**src/rtl/cmplx_mac_pipe.sv**
```systemverilog
// Three-stage signed complex multiply (optionally by conj(b)) with optional saturating
// frame accumulation: operands -> four partial products -> combine/accumulate -> output.
module cmplx_mac_pipe #(
   parameter int DW     = 18,
   parameter int ACCW   = 40,
   parameter int ACC_EN = 0
) (
   input  logic                   clk,
   input  logic                   rst_n,
   input  logic                   in_valid,
   input  logic                   in_first,
   input  logic                   in_last,
   input  logic                   conj_b,
   input  logic signed [DW-1:0]   real_a,
   input  logic signed [DW-1:0]   imag_a,
   input  logic signed [DW-1:0]   real_b,
   input  logic signed [DW-1:0]   imag_b,
   output logic                   out_valid,
   output logic signed [ACCW-1:0] real_out,
   output logic signed [ACCW-1:0] imag_out,
   output logic                   sat
);

   localparam int PW  = 2 * DW;
   localparam int EXT = ACCW - PW;
   localparam logic signed [ACCW-1:0] ACC_MAX = {1'b0, {(ACCW-1){1'b1}}};
   localparam logic signed [ACCW-1:0] ACC_MIN = {1'b1, {(ACCW-1){1'b0}}};

   // stage 1: operands and per-sample controls (frame flags pre-qualified by valid)
   logic                 r_v1, r_first1, r_last1, r_conj1;
   logic signed [DW-1:0] r_ar, r_ai, r_br, r_bi;

   // stage 2: partial products
   logic                 r_v2, r_first2, r_last2, r_conj2;
   logic signed [PW-1:0] r_p_rr, r_p_ii, r_p_ri, r_p_ir;

   // stage 3: accumulator, sticky frame clamp, output registers
   logic signed [ACCW-1:0] r_acc_re, r_acc_im;
   logic                   r_sat_acc;
   logic                   r_out_v;
   logic signed [ACCW-1:0] r_out_re, r_out_im;
   logic                   r_out_sat;

   logic signed [ACCW-1:0] w_rr, w_ii, w_ri, w_ir;
   logic signed [ACCW-1:0] w_re, w_im;
   logic signed [ACCW-1:0] w_base_re, w_base_im;
   logic signed [ACCW:0]   w_sum_re, w_sum_im;
   logic                   w_clip_re, w_clip_im;
   logic signed [ACCW-1:0] w_acc_re, w_acc_im;
   logic                   w_sat_next;

   always_ff @(posedge clk or negedge rst_n) begin
      if (!rst_n) begin
         r_v1     <= 1'b0;
         r_first1 <= 1'b0;
         r_last1  <= 1'b0;
         r_conj1  <= 1'b0;
         r_ar     <= '0;
         r_ai     <= '0;
         r_br     <= '0;
         r_bi     <= '0;
      end else begin
         r_v1     <= in_valid;
         r_first1 <= in_valid & in_first;
         r_last1  <= in_valid & in_last;
         r_conj1  <= conj_b;
         r_ar     <= real_a;
         r_ai     <= imag_a;
         r_br     <= real_b;
         r_bi     <= imag_b;
      end
   end

   always_ff @(posedge clk or negedge rst_n) begin
      if (!rst_n) begin
         r_v2     <= 1'b0;
         r_first2 <= 1'b0;
         r_last2  <= 1'b0;
         r_conj2  <= 1'b0;
         r_p_rr   <= '0;
         r_p_ii   <= '0;
         r_p_ri   <= '0;
         r_p_ir   <= '0;
      end else begin
         r_v2     <= r_v1;
         r_first2 <= r_first1;
         r_last2  <= r_last1;
         r_conj2  <= r_conj1;
         r_p_rr   <= r_ar * r_br;
         r_p_ii   <= r_ai * r_bi;
         r_p_ri   <= r_ar * r_bi;
         r_p_ir   <= r_ai * r_br;
      end
   end

   // ACCW >= 2*DW+1, so combining two products here can never overflow
   always_comb begin
      w_rr = {{EXT{r_p_rr[PW-1]}}, r_p_rr};
      w_ii = {{EXT{r_p_ii[PW-1]}}, r_p_ii};
      w_ri = {{EXT{r_p_ri[PW-1]}}, r_p_ri};
      w_ir = {{EXT{r_p_ir[PW-1]}}, r_p_ir};
      if (r_conj2) begin
         w_re = w_rr + w_ii;
         w_im = w_ir - w_ri;
      end else begin
         w_re = w_rr - w_ii;
         w_im = w_ri + w_ir;
      end
   end

   // one extra sum bit exposes overflow; a clamped acc keeps accumulating from the rail
   always_comb begin
      w_base_re  = r_first2 ? '0 : r_acc_re;
      w_base_im  = r_first2 ? '0 : r_acc_im;
      w_sum_re   = {w_base_re[ACCW-1], w_base_re} + {w_re[ACCW-1], w_re};
      w_sum_im   = {w_base_im[ACCW-1], w_base_im} + {w_im[ACCW-1], w_im};
      w_clip_re  = w_sum_re[ACCW] ^ w_sum_re[ACCW-1];
      w_clip_im  = w_sum_im[ACCW] ^ w_sum_im[ACCW-1];
      w_acc_re   = w_sum_re[ACCW-1:0];
      w_acc_im   = w_sum_im[ACCW-1:0];
      if (w_clip_re) w_acc_re = w_sum_re[ACCW] ? ACC_MIN : ACC_MAX;
      if (w_clip_im) w_acc_im = w_sum_im[ACCW] ? ACC_MIN : ACC_MAX;
      w_sat_next = (r_first2 ? 1'b0 : r_sat_acc) | w_clip_re | w_clip_im;
   end

   always_ff @(posedge clk or negedge rst_n) begin
      if (!rst_n) begin
         r_acc_re  <= '0;
         r_acc_im  <= '0;
         r_sat_acc <= 1'b0;
         r_out_v   <= 1'b0;
         r_out_re  <= '0;
         r_out_im  <= '0;
         r_out_sat <= 1'b0;
      end else begin
         if (r_v2) begin
            r_acc_re  <= w_acc_re;
            r_acc_im  <= w_acc_im;
            r_sat_acc <= w_sat_next;
         end
         if (ACC_EN != 0) begin
            r_out_v <= r_v2 & r_last2;
            if (r_v2 && r_last2) begin
               r_out_re  <= w_acc_re;
               r_out_im  <= w_acc_im;
               r_out_sat <= w_sat_next;
            end
         end else begin
            r_out_v <= r_v2;
            if (r_v2) begin
               r_out_re  <= w_re;
               r_out_im  <= w_im;
               r_out_sat <= 1'b0;
            end
         end
      end
   end

   assign out_valid = r_out_v;
   assign real_out  = r_out_re;
   assign imag_out  = r_out_im;
   assign sat       = r_out_sat;

endmodule
```
**config.mk**
```make
export PLATFORM = sky130hd
export DESIGN_NAME = cmplx_mac_pipe
export DESIGN_NICKNAME = d
export VERILOG_FILES = /design/src/rtl/cmplx_mac_pipe.sv
export SDC_FILE = /design/constraint.sdc
export NUM_CORES = 2
export LEC_CHECK = 0
export BUFFER_PORTS_ARGS = -buffer_cell sky130_fd_sc_hd__buf_2
export CAP_MARGIN = 20
export CORE_ASPECT_RATIO = 1.2
export CORE_UTILIZATION = 55
export CTS_CLUSTER_DIAMETER = 80
export CTS_CLUSTER_SIZE = 12
export DETAILED_ROUTE_END_ITERATION = 12
export GPL_TIMING_DRIVEN = 0
export PLACE_DENSITY = 0.79
export SLEW_MARGIN = 20
export SYNTH_ARGS = -nofsm -noshare
export SYNTH_HDL_FRONTEND = slang
export SYNTH_SLANG_ARGS = --single-unit
```
**constraint.sdc**
```tcl
create_clock -name clk -period 8.05 [get_ports clk]
set_input_delay 1.61 -clock clk [delete_from_list [all_inputs] [get_ports clk]]
set_output_delay 1.61 -clock clk [all_outputs]
set_load 0.01 [all_outputs]
```
# Word-level counts from Yosys, hierarchy flattened
# Index checks and enable logic that the tools add are counted.
[op_classes]
n_mul = 4
n_addsub = 4
n_mux = 2
[ops]
columns = ["operator", "n"]
rows = [
  ["$mul A18 B18 Y36", 4],
  ["$mux W40", 2],
  ["$add A36 B36 Y37", 2],
  ["$sub A36 B36 Y37", 2],
]
[word_totals]
elab_cells = 25
register_bits = 301
output_inout_bits = 82
in_bits = 78

# Logic depth before layout (Yosys ltp)
[logic_depth]
word_depth = 2
mapped_depth = 26
mapped_depth_nobuf = 24

# Worst setup path after synthesis
# Ideal clock, no wire load.
[synth_timing]
kind = "reg-to-reg"
from = "register r_ar[10]"
to = "register r_p_ri[35]"
synth_period_minus_slack_ns = 6.288
t_arrival_ns = 6.208
setup_time_ns = 0.080
setup_slack_ns = 1.762
t_required_ns = 7.970
path_buffers = 2
stages_incl_launch_ff = 22
cell_sequence = "dfrtp_1 -> clkbuf_1 -> clkbuf_1 -> nand2_1 -> fa_1 -> fa_1 -> fa_1 -> fa_1 -> inv_1 -> fa_1 -> inv_1 -> fa_1 -> inv_1 -> ha_1 -> a21o_4 -> a311oi_4 -> a211oi_2 -> o31ai_4 -> o211ai_2 -> or4b_1 -> a31oi_1 -> xnor2_1"
[synth_between]
elab_chain_cells = 1
[synth_rtl]
columns = ["element", "line_no", "text"]
rows = [
  ["from (decl)", "31", "logic signed [DW-1:0] r_ar, r_ai, r_br, r_bi;"],
  ["from (signal assigned)", "67", "r_ar <= real_a;"],
  ["$mul A18 B18 Y36", "91", "r_p_ri <= r_ar * r_bi;"],
  ["to (signal assigned)", "91", ""],
  ["to (decl)", "35", "logic signed [PW-1:0] r_p_rr, r_p_ii, r_p_ri, r_p_ir;"],
]
# Every way passes these cells.
# A chain may end at the register's enable or synchronous reset.

# Worst setup path in the final report
[layout_timing]
from = "register r_bi[15]"
to = "register r_p_ri[22]"
[layout_between]
elab_chain_cells = 1
[layout_rtl]
columns = ["element", "line_no", "text"]
rows = [
  ["from (decl)", "31", ""],
  ["from (signal assigned)", "70", "r_bi <= imag_b;"],
  ["$mul A18 B18 Y36", "91", ""],
]
# Every way passes these cells.

==> summary.txt <==
Run status
  – Status: complete, but fails checks
  – Failing checks: negative setup slack

Critical path
  – Critical path fanouts, max: 10
  – Most frequent CP cell: fa_1
  – Crit path DAT: 8.49 ns
  – Startpoint types: flop
  – CP peak stage delay: 0.95 ns
  – CP max stage cell: dfrtp_1
  – Critical Path Sink Type: flop
  – Worst path cell trace: clkbuf_2 -> nand2_1 -> fa_1 -> fa_1 -> inv_1 -> fa_1 -> fa_1 -> fa_1 -> inv_1 -> fa_1 -> inv_1 -> ha_1 -> nand4_1 -> or2_2 -> a211oi_1 -> o211ai_1 -> a21oi_1 -> o21ai_0 -> nor2b_1 -> xnor2_1
  – Crit path kind: reg2reg
  – WP data required: 8.47 ns

Drt
  – Post-Route WL: 201300 microns
  – Drt pass-1 iters: 12
  – Drt wl/cell: 24.33 microns
  – Routed vias/inst: 5.733
  – DRT antenna net count: 0
  – Drc violations: 0
  – DRT iter0 DRCs: 4523
  – Via count: 47440

Global route
  – Total gr overflow: 0
  – Global-route wire length before repair: 301900 microns
  – Antenna violations before repair: 39
  – Vias in the first global route: 49740
  – Largest net degree at the start of global routing: 98
  – Overall Global Routing Usage: 0.3656

Placement
  – IO buf count: 156
  – Placed cell area: 64780 sq um
  – Post-DP HPWL: 165500 microns
  – Routability cong.: 1.055

Clocking
  – Clock sinks: 295
  – CTS tree: done
  – Inserted Clock Buffers: 34
  – Worst-path clk slew: 0.06 ns
  – # Post-CTS Setup Buffers: 0
  – Longest Clk Path Bufs: 3
  – Clk_lat worst skew: 0.65 ns
  – Depth of the CTS H-tree: 2
  – CTS root buf: clkbuf_16

Cells and area
  – Filler Cells Inserted: 9554
  – Multi-input logic area: 47890 sq um
  – Final nets: 8600
  – Synth-to-Final Area Change: 6.485%
  – Post-route cell area: 66030 sq um
  – Share of layout cells above drive strength 1: 0.06633
  – Register area: 7405 sq um
  – Util after Layout: 0.5922

Run
  – MaxCap Viol Count: 0

Min path
  – Hold crit path type: reg2reg

Synth
  – Yosys top cell area share: 0.4255
  – Top post-synthesis cells by area: fa_1 43%, dfrtp_1 12%, inv_1 9.1%
  – Post-synth ARST share: 1.000
  – Cells after synthesis: 6596
  – Yosys warns: 0
  – EDFF count, synth: 0
  – Post-synthesis sequential area ratio: 0.1190
  – Avg Cell Area, Syn: 9.401 sq um
  – Yosys cell types: 80
  – Yosys top cell by area: fa_1
  – Mapped Area: 62010 sq um
  – Synthesized Nets: 8438
  – Flops & latches, synth: 295
  – Top FF cell, synth: dfrtp_1

STA
  – RSZ-0062 raised after global routing: false
  – Final min period: 8.065 ns
  – Clock skew: 0.05035 ns
  – Slew margin rel.: 0.2462
  – Fmax: 124.0 MHz
  – Period utilisation layout: 1.002
  – Hold_ws: 0.3593 ns
  – Pins Over Slew Limit: 0
  – Worst Max-Slew Pin Slew: 1.131 ns
  – Final setup vio count: 1
  – Worst setup margin: -0.01481 ns
  – Final Hold Viols: 0

Die
  – Boundary Pins: 160
  – Initial Utilization: 0.5562
  – Die area: 114100 sq um
  – Die height: 369.8 microns
  – Die Wd: 308.5 microns
  – Core area: 111500 sq um
  – Cell Rows: 134
## cell type report
type | count | share of cell area
antenna | 10 | 0.0003790
buffer | 271 | 0.01880
clock buffer | 36 | 0.01347
clock inverter | 11 | 0.002293
inverter | 1510 | 0.08584
multi-input combinational | 4486 | 0.7253
sequential | 295 | 0.1121
tap | 1496 | 0.02835
timing repair buffer | 160 | 0.01345
## final timing paths
path	start	to	cells past startpoint	slack, ns
max in group asynchronous	rst_n	imag_out[23]	3	5.88
worst max-delay path	r_bi[15]	r_p_ri[22]	20	-0.01
worst min-delay path	r_v1	r_v2	0	0.36
min in group asynchronous	rst_n	r_ar[6]	1	0.87
worst max register to register	r_bi[15]	r_p_ri[22]	20	-0.01
worst min register to register	r_v1	r_v2	0	0.36
## worst max-delay path, delay by kind of cell, from the launching register on
kind,cells,cell delay [ns]
adder cells (fa/ha/maj),7,3.36
AO/OA/AOI/OAI,4,1.35
flip-flops,1,0.95
AND/OR/NAND/NOR,4,0.89
buffers and inverters,4,0.71
XOR/XNOR,1,0.57
## synth_stat cells (35+ instances only)
cell type and instances:
clkbuf_1 291, nand3_1 39, and2_1 660, nand2_1 668, o21ai_0 97, fa_1 1318, nor3_1 61, ha_1 446
mux2_2 47, o21a_1 35, nor2_1 214, a21oi_1 199, dfrtp_1 295, inv_1 1509, xor2_1 64, nand2b_1 42
xnor2_1 194, a21o_1 90
## sequential cells by signal (all words and copies together) (netlist names), 18 cells and up
name / flops
imag_out: 37
real_out: 37
r_p_ii: 36
r_p_ir: 36
r_p_ri: 36
r_p_rr: 36
r_ai: 18
r_ar: 18
r_bi: 18
r_br: 18
## per-stage QoR
step                      setup WS (ns)   TNS, ns  std cells
after floorplan                   1.762         0       6596
after global placement          -0.9350   -112.06       8248
after detailed placement        -0.7315    -8.430       8252
after CTS                      0.007010         0       8286
after global routing           0.005587         0       8265
final                          -0.01481  -0.01481       8275
## what timing repair did
action	CTS	global route
pin swaps	0	2
endpoints found under the setup margin	29	29
hold buffers	0	0
resized for setup	66	206
## cell usage in the layout, fill, tap and decap left out, types with 90 or more instances in the layout
cell,instances
inv_1,1509
fa_1,1318
nand2_1,668
and2_1,660
ha_1,445
dfrtp_1,277
nor2_1,213
a21oi_1,198
xnor2_1,184
buf_2,166
clkbuf_1,126
clkbuf_2,108
o21ai_0,97
a21o_1,90
## cells by family after synthesis
logic type,after synthesis,share of synthesized area
AND/OR/NAND/NOR,1801,0.1452
buffers and inverters,1815,0.1104
XOR/XNOR,259,0.03670
multiplexers,50,0.009019
adder cells (fa/ha/maj),1764,0.5155
flip-flops,295,0.1190
other,1,0.00006047
AO/OA/AOI/OAI,611,0.06408
## metal layers
layer	GRT usage	vias up	wire, microns
li1	-	20000	-
met1	0.4531	24140	70670
met2	0.5532	2604	88690
met3	0.08032	688	22010
met4	0.2936	8	19880
met5	0	-	67
Power is left out: the tool's default activity adds up to more than one toggle a clock period on the data nets, which glitch-free logic cannot reach.
